<file path="config.mk">
export PLATFORM = sky130hd
export DESIGN_NAME = forward_ctrl
export DESIGN_NICKNAME = d
export VERILOG_FILES = /design/src/rtl/forward_ctrl.sv
export SDC_FILE = /design/constraint.sdc
export NUM_CORES = 1
export LEC_CHECK = 0
export CAP_MARGIN = 10
export CELL_PAD_IN_SITES_DETAIL_PLACEMENT = 1
export CELL_PAD_IN_SITES_GLOBAL_PLACEMENT = 1
export CORE_UTILIZATION = 48
export DETAILED_ROUTE_END_ITERATION = 10
export DONT_BUFFER_PORTS = 1
export GPL_ROUTABILITY_DRIVEN = 0
export PLACE_DENSITY = 0.83
export REMOVE_ABC_BUFFERS = 1
export SYNTH_ARGS = -nofsm -noshare
export SYNTH_HDL_FRONTEND = slang
export SYNTH_SLANG_ARGS = --single-unit
export TNS_END_PERCENT = 5
</file>
<file path="constraint.sdc">
create_clock -name clk -period 4.5 [get_ports clk]
set_clock_uncertainty 0.05 [all_clocks]
set_input_delay 0.45 -clock clk [delete_from_list [all_inputs] [get_ports clk]]
set_output_delay 0.45 -clock clk [all_outputs]
set_load 0.03 [all_outputs]
</file>
<file path="src/rtl/forward_ctrl.sv">
// forward_ctrl: ALU operand forwarding and load-use stall control for a 5-stage pipeline.
//
// Keeps a shadow copy of the register fields flowing through ID/EX, EX/MEM and MEM/WB.
// It produces registered forwarding selects that are valid for the whole EX cycle of the
// instruction they belong to.
//
// Ports:
//   clk          in   pipeline clock, rising edge
//   reset        in   asynchronous active-high reset, clears all tracking
//   id_rs/id_rt  in   [4:0] source registers of the instruction in ID
//   id_rd        in   [4:0] destination register of the ID instruction (after RegDst)
//   id_regwrite  in   ID instruction writes the register file
//   id_memread   in   ID instruction is a load
//   forward_a/b  out  [1:0] operand mux select: 00 regfile, 01 EX/MEM result, 10 MEM/WB data
//   stall        out  load-use stall request to PC, IF/ID and ID/EX
//
// Build option:
//   LOAD_USE_STALL_EN  defined: detect load-use hazards and stall one cycle.
//                      undefined: stall tied low, a load-use consumer gets code 01.

module forward_ctrl (
  input  logic       clk,
  input  logic       reset,
  input  logic [4:0] id_rs,
  input  logic [4:0] id_rt,
  input  logic [4:0] id_rd,
  input  logic       id_regwrite,
  input  logic       id_memread,
  output logic [1:0] forward_a,
  output logic [1:0] forward_b,
  output logic       stall
);

  localparam logic [1:0] FwdReg = 2'b00;
  localparam logic [1:0] FwdMem = 2'b01;  // EX/MEM ALU result
  localparam logic [1:0] FwdWb  = 2'b10;  // MEM/WB write data

  // ID/EX shadow
  logic [4:0] r_ex_rs;
  logic [4:0] r_ex_rt;
  logic [4:0] r_ex_rd;
  logic       r_ex_regwrite;
  logic       r_ex_memread;
  // EX/MEM shadow
  logic [4:0] r_mem_rd;
  logic       r_mem_regwrite;
  // MEM/WB shadow
  logic [4:0] r_wb_rd;
  logic       r_wb_regwrite;

  logic [1:0] r_forward_a;
  logic [1:0] r_forward_b;

  logic [1:0] w_fwd_a_d;
  logic [1:0] w_fwd_b_d;
  logic       w_stall;
  logic       w_unused;

  // The instruction currently in ID/EX will be in EX/MEM when the ID instruction reaches EX,
  // and the one in EX/MEM will be in MEM/WB. Checking EX first gives the most recent producer
  // priority. Anything already in MEM/WB has written the register file by then.
  function automatic logic [1:0] fwd_sel(input logic [4:0] src,
                                         input logic [4:0] ex_rd, input logic ex_we,
                                         input logic [4:0] mem_rd, input logic mem_we);
    logic [1:0] sel;
    sel = FwdReg;
    if (ex_we && (ex_rd != 5'd0) && (ex_rd == src)) begin
      sel = FwdMem;
    end else if (mem_we && (mem_rd != 5'd0) && (mem_rd == src)) begin
      sel = FwdWb;
    end
    return sel;
  endfunction

  always_comb begin
    w_fwd_a_d = fwd_sel(id_rs, r_ex_rd, r_ex_regwrite, r_mem_rd, r_mem_regwrite);
    w_fwd_b_d = fwd_sel(id_rt, r_ex_rd, r_ex_regwrite, r_mem_rd, r_mem_regwrite);
  end

`ifdef LOAD_USE_STALL_EN
  // A load in EX cannot forward its data to the next instruction in time; hold ID for one
  // cycle so the load reaches MEM/WB and the consumer picks it up via code 10.
  assign w_stall = r_ex_memread && (r_ex_rd != 5'd0) &&
                   ((r_ex_rd == id_rs) || (r_ex_rd == id_rt));
  // Source fields and MEM/WB are tracked for visibility only; nothing reads them.
  assign w_unused = ^{r_ex_rs, r_ex_rt, r_wb_rd, r_wb_regwrite};
`else
  assign w_stall  = 1'b0;
  assign w_unused = ^{r_ex_rs, r_ex_rt, r_wb_rd, r_wb_regwrite, r_ex_memread};
`endif

  always_ff @(posedge clk or posedge reset) begin
    if (reset) begin
      r_ex_rs        <= 5'd0;
      r_ex_rt        <= 5'd0;
      r_ex_rd        <= 5'd0;
      r_ex_regwrite  <= 1'b0;
      r_ex_memread   <= 1'b0;
      r_mem_rd       <= 5'd0;
      r_mem_regwrite <= 1'b0;
      r_wb_rd        <= 5'd0;
      r_wb_regwrite  <= 1'b0;
      r_forward_a    <= FwdReg;
      r_forward_b    <= FwdReg;
    end else begin
      r_mem_rd       <= r_ex_rd;
      r_mem_regwrite <= r_ex_regwrite;
      r_wb_rd        <= r_mem_rd;
      r_wb_regwrite  <= r_mem_regwrite;
      if (w_stall) begin
        // Bubble: no destination, no write, no load, no forwarding.
        r_ex_rs       <= 5'd0;
        r_ex_rt       <= 5'd0;
        r_ex_rd       <= 5'd0;
        r_ex_regwrite <= 1'b0;
        r_ex_memread  <= 1'b0;
        r_forward_a   <= FwdReg;
        r_forward_b   <= FwdReg;
      end else begin
        r_ex_rs       <= id_rs;
        r_ex_rt       <= id_rt;
        r_ex_rd       <= id_rd;
        r_ex_regwrite <= id_regwrite;
        r_ex_memread  <= id_memread;
        r_forward_a   <= w_fwd_a_d;
        r_forward_b   <= w_fwd_b_d;
      end
    end
  end

  assign forward_a = r_forward_a;
  assign forward_b = r_forward_b;
  assign stall     = w_stall;

endmodule

</file>
==> impl_metrics.py <==
metrics = {
    "outcome": {
        "status": "complete, no violations",
    },
    "logic_synthesis": {
        "yosysWarningCount": 0,
        "synth_fa_ha_area_frac": 0,
        "post_synth_instance_area_sq_um": 673,
        "synthArstFlopShare": 1.00,
        "top_area_cells_in_the_synthesized_netlist": "sky130_fd_sc_hd__dfrtp_1 (59%), sky130_fd_sc_hd__xnor2_1 (21%), sky130_fd_sc_hd__xor2_1 (5.2%), sky130_fd_sc_hd__nor4_1 (3.7%), sky130_fd_sc_hd__or4_1 (2.2%)",
        "post_synth_num_cell_types": 13,
        "synth.cells.most_frequent": "sky130_fd_sc_hd__dfrtp_1 (16), sky130_fd_sc_hd__xnor2_1 (16), sky130_fd_sc_hd__nor4_1 (4), sky130_fd_sc_hd__xor2_1 (4)",
        "synth-edff-count": 0,
        "yosys.area.top_type": "sky130_fd_sc_hd__dfrtp_1",
        "post_synth_inst_count": 53,
        "synth_compound_area_frac": 0.0130,
        "synth_seq_area_share": 0.595,
        "post_synth.cell_area_avg_sq_um": 12.7,
        "synth_xor_xnor_area_share": 0.260,
        "synthSimpleGateAreaFrac": 0.110,
        "largest_family_of_logic_cells_by_synthesized_area": "XOR/XNOR gates",
        "synth_top_flop_cell": "sky130_fd_sc_hd__dfrtp_1",
        "post-synth-top-area-fraction": 0.595,
        "post_synth_mux_area_share": 0,
        "yosys_register_bits": 16,
    },
    "grt": {
        "first_global_vias": 407,
        "gr-max-usage-layer": "met2",
        "antenna_violations_before_repair": 0,
        "grt-ovfl-total": 0,
        "gr-usage-met3": 0.0568,
        "use_met1": 0.213,
        "grt_first_pass_wirelength_um": 1790,
        "grtUsageMet2": 0.307,
        "largest_net_degree_at_the_start_of_global_routing": 17,
        "grt_util_all_layers": 0.184,
    },
    "placed_design": {
        "placed_area_sq_um": 684,
        "io_buffers": 0,
    },
    "clock_tree": {
        "ctsLongestPathBuffers": 2,
        "clk_pin_slew_ns": 0.08,
        "cts-hold-fix-buffers": 0,
        "total_cts_buffers": 3,
        "cts_tree": "built",
        "cts_setup_buffers": 0,
        "h-tree-depth": 1,
        "cts.repair.resized": 0,
        "cts_root_buffer": "sky130_fd_sc_hd__clkbuf_4",
        "worst_skew_pair.late_latency_ns": 0.27,
        "cts_sink_count": 16,
    },
    "finish": {
        "postLayoutCoreUtil": 0.543,
        "multiInputGateArea_sq_um": 262,
        "num-nets-final": 76,
        "design_area_sq_um": 707,
        "antennaDiodeCount": 0,
        "fillers": 138,
        "area_delta_synth_final_pct": 5.02,
        "ff_latch_area_sq_um": 400,
        "drive_gt1_frac": 0.0727,
    },
    "drt": {
        "vias": 391,
        "drt-initial-drc-count": 2,
        "firstDrtPassIters": 2,
        "route.detailed.wl_per_inst_um": 15.8,
        "count_of_unresolved_drc_violations_after_routing": 0,
        "drt-total-wl_um": 1110,
        "viasPerCell": 5.59,
        "ant_nets": 0,
    },
    "critical_path": {
        "setup.worst_path.end_class": "flop",
        "crit_fanout": 4,
        "path_class": "reg -> reg",
        "arrival_time_reported_for_the_critical_path_endpoint_ns": 1.81,
        "type_of_origin_of_the_critical_path": "flop",
        "critical_path_required_ns": 4.61,
    },
    "hold_path": {
        "timing.hold.worst.class": "in -> async",
    },
    "timing": {
        "report.final.slew_viol_count": 0,
        "worst_pin_slew_ns": 0.580,
        "grt_setup_unrepaired": "false",
        "timing.final.setup_violations": 0,
        "timing.final.crit_share": 0.376,
        "setup_tns_ns": 0,
        "max_freq_mhz": 591,
        "report.final.hold_viol_count": 0,
        "finalWorstPathRequiredPeriod_ns": 1.69,
        "timing.slew.headroom": 0.613,
    },
    "power_and_ir_drop": {
        "powerDensity_nw_per_um2": 352,
        "static_leakage_nw": 0.284,
        "vdd_ir_drop_max_mv": 0.242,
    },
    "floorplanning": {
        "dieArea_sq_um": 1560,
        "floorplan.initialDensity": 0.517,
        "die_w_um": 39.5,
        "die_h_um": 39.5,
        "cell_rows": 13,
        "core_area_sq_um": 1300,
        "floorplan.io_pins": 24,
    },
    "job": {
        "maxCapViolCount": 0,
    },
}
==> cell type report <==
cell class / instances / share of cell area
clock buffers: 3 / 0.0319
inverters: 1 / 0.00531
multi-input cells: 35 / 0.370
well taps: 15 / 0.0265
flip-flops and latches: 16 / 0.566
==> layer usage <==
layer	vias up	routed length, um
met4	0	8
li1	181	-
met5	-	0
met2	16	583
met3	2	69
met1	192	443
==> stage by stage <==
step / setup slack, ns / hold slack, ns / power (W) / instances
after floorplan: 2.98 / 0.314 / 0.000180 / 52
after CTS: 2.81 / 0.0794 / 0.000255 / 70
after detailed placement: 2.82 / 0.331 / 0.000185 / 67
final: 2.81 / 0.0707 / 0.000249 / 70
after global placement: 2.86 / 0.328 / 0.000184 / 67
after global routing: 2.70 / 0.111 / 0.000264 / 70
==> state kept, by name, indices dropped and copies added (netlist names) <==
| name | flops |
|---|---|
| forward_a | 2 |
| r_ex_regwrite | 1 |
| r_mem_regwrite | 1 |
| forward_b | 2 |
| r_mem_rd | 5 |
| r_ex_rd | 5 |
==> power breakdown <==
group          total (W)  switching (W)  internal (W)  leakage (nW)
combinational  0.0000232      0.0000105     0.0000127        0.0745
clock          0.0000675      0.0000366     0.0000309        0.0138
sequential      0.000158     0.00000827      0.000150         0.195
total           0.000249      0.0000554      0.000193         0.284
==> final timing paths <==
kind,depth (start not counted),slack (ns),to,startpoint
max in group asynchronous,1,3.95,forward_b[0],reset
hold reg to reg,0,0.35,r_mem_regwrite,r_ex_regwrite
hold / removal,1,0.07,r_ex_rd[3],reset
min in group clk,0,0.15,r_ex_rd[1],id_rd[1]
setup / recovery,4,2.81,forward_b[1],r_ex_rd[1]
setup reg to reg,4,2.81,forward_b[1],r_ex_rd[1]
==> cell families (layout without fill, tap and decap cells) <==
| family | Yosys count | after routing |
|---|---|---|
| flip-flops | 16 | 16 |
| other | 1 | 1 |
| buffers and inverters | 2 | 4 |
| XOR/XNOR | 20 | 20 |
| AND/OR/NAND/NOR | 13 | 13 |
| AO/OA/AOI/OAI | 1 | 1 |
==> worst max-delay path, stage by stage, from the launching register on <==
cell and delay (ns):
sky130_fd_sc_hd__dfrtp_1 0.44, sky130_fd_sc_hd__or4_1 0.55, sky130_fd_sc_hd__o21ai_2 0.16, sky130_fd_sc_hd__nor4_1 0.09
sky130_fd_sc_hd__nor4_1 0.29
==> layout by cell type, fill, tap and decap left out, drive strengths merged <==
cell type  count
nor2           1
nand3          2
xor2           4
nand4          2
clkbuf         3
inv            1
or4            2
o21ai          1
dfrtp         16
xnor2         16
nand2          2
conb           1
nor4           4
(Power assumes the default switching activity.)
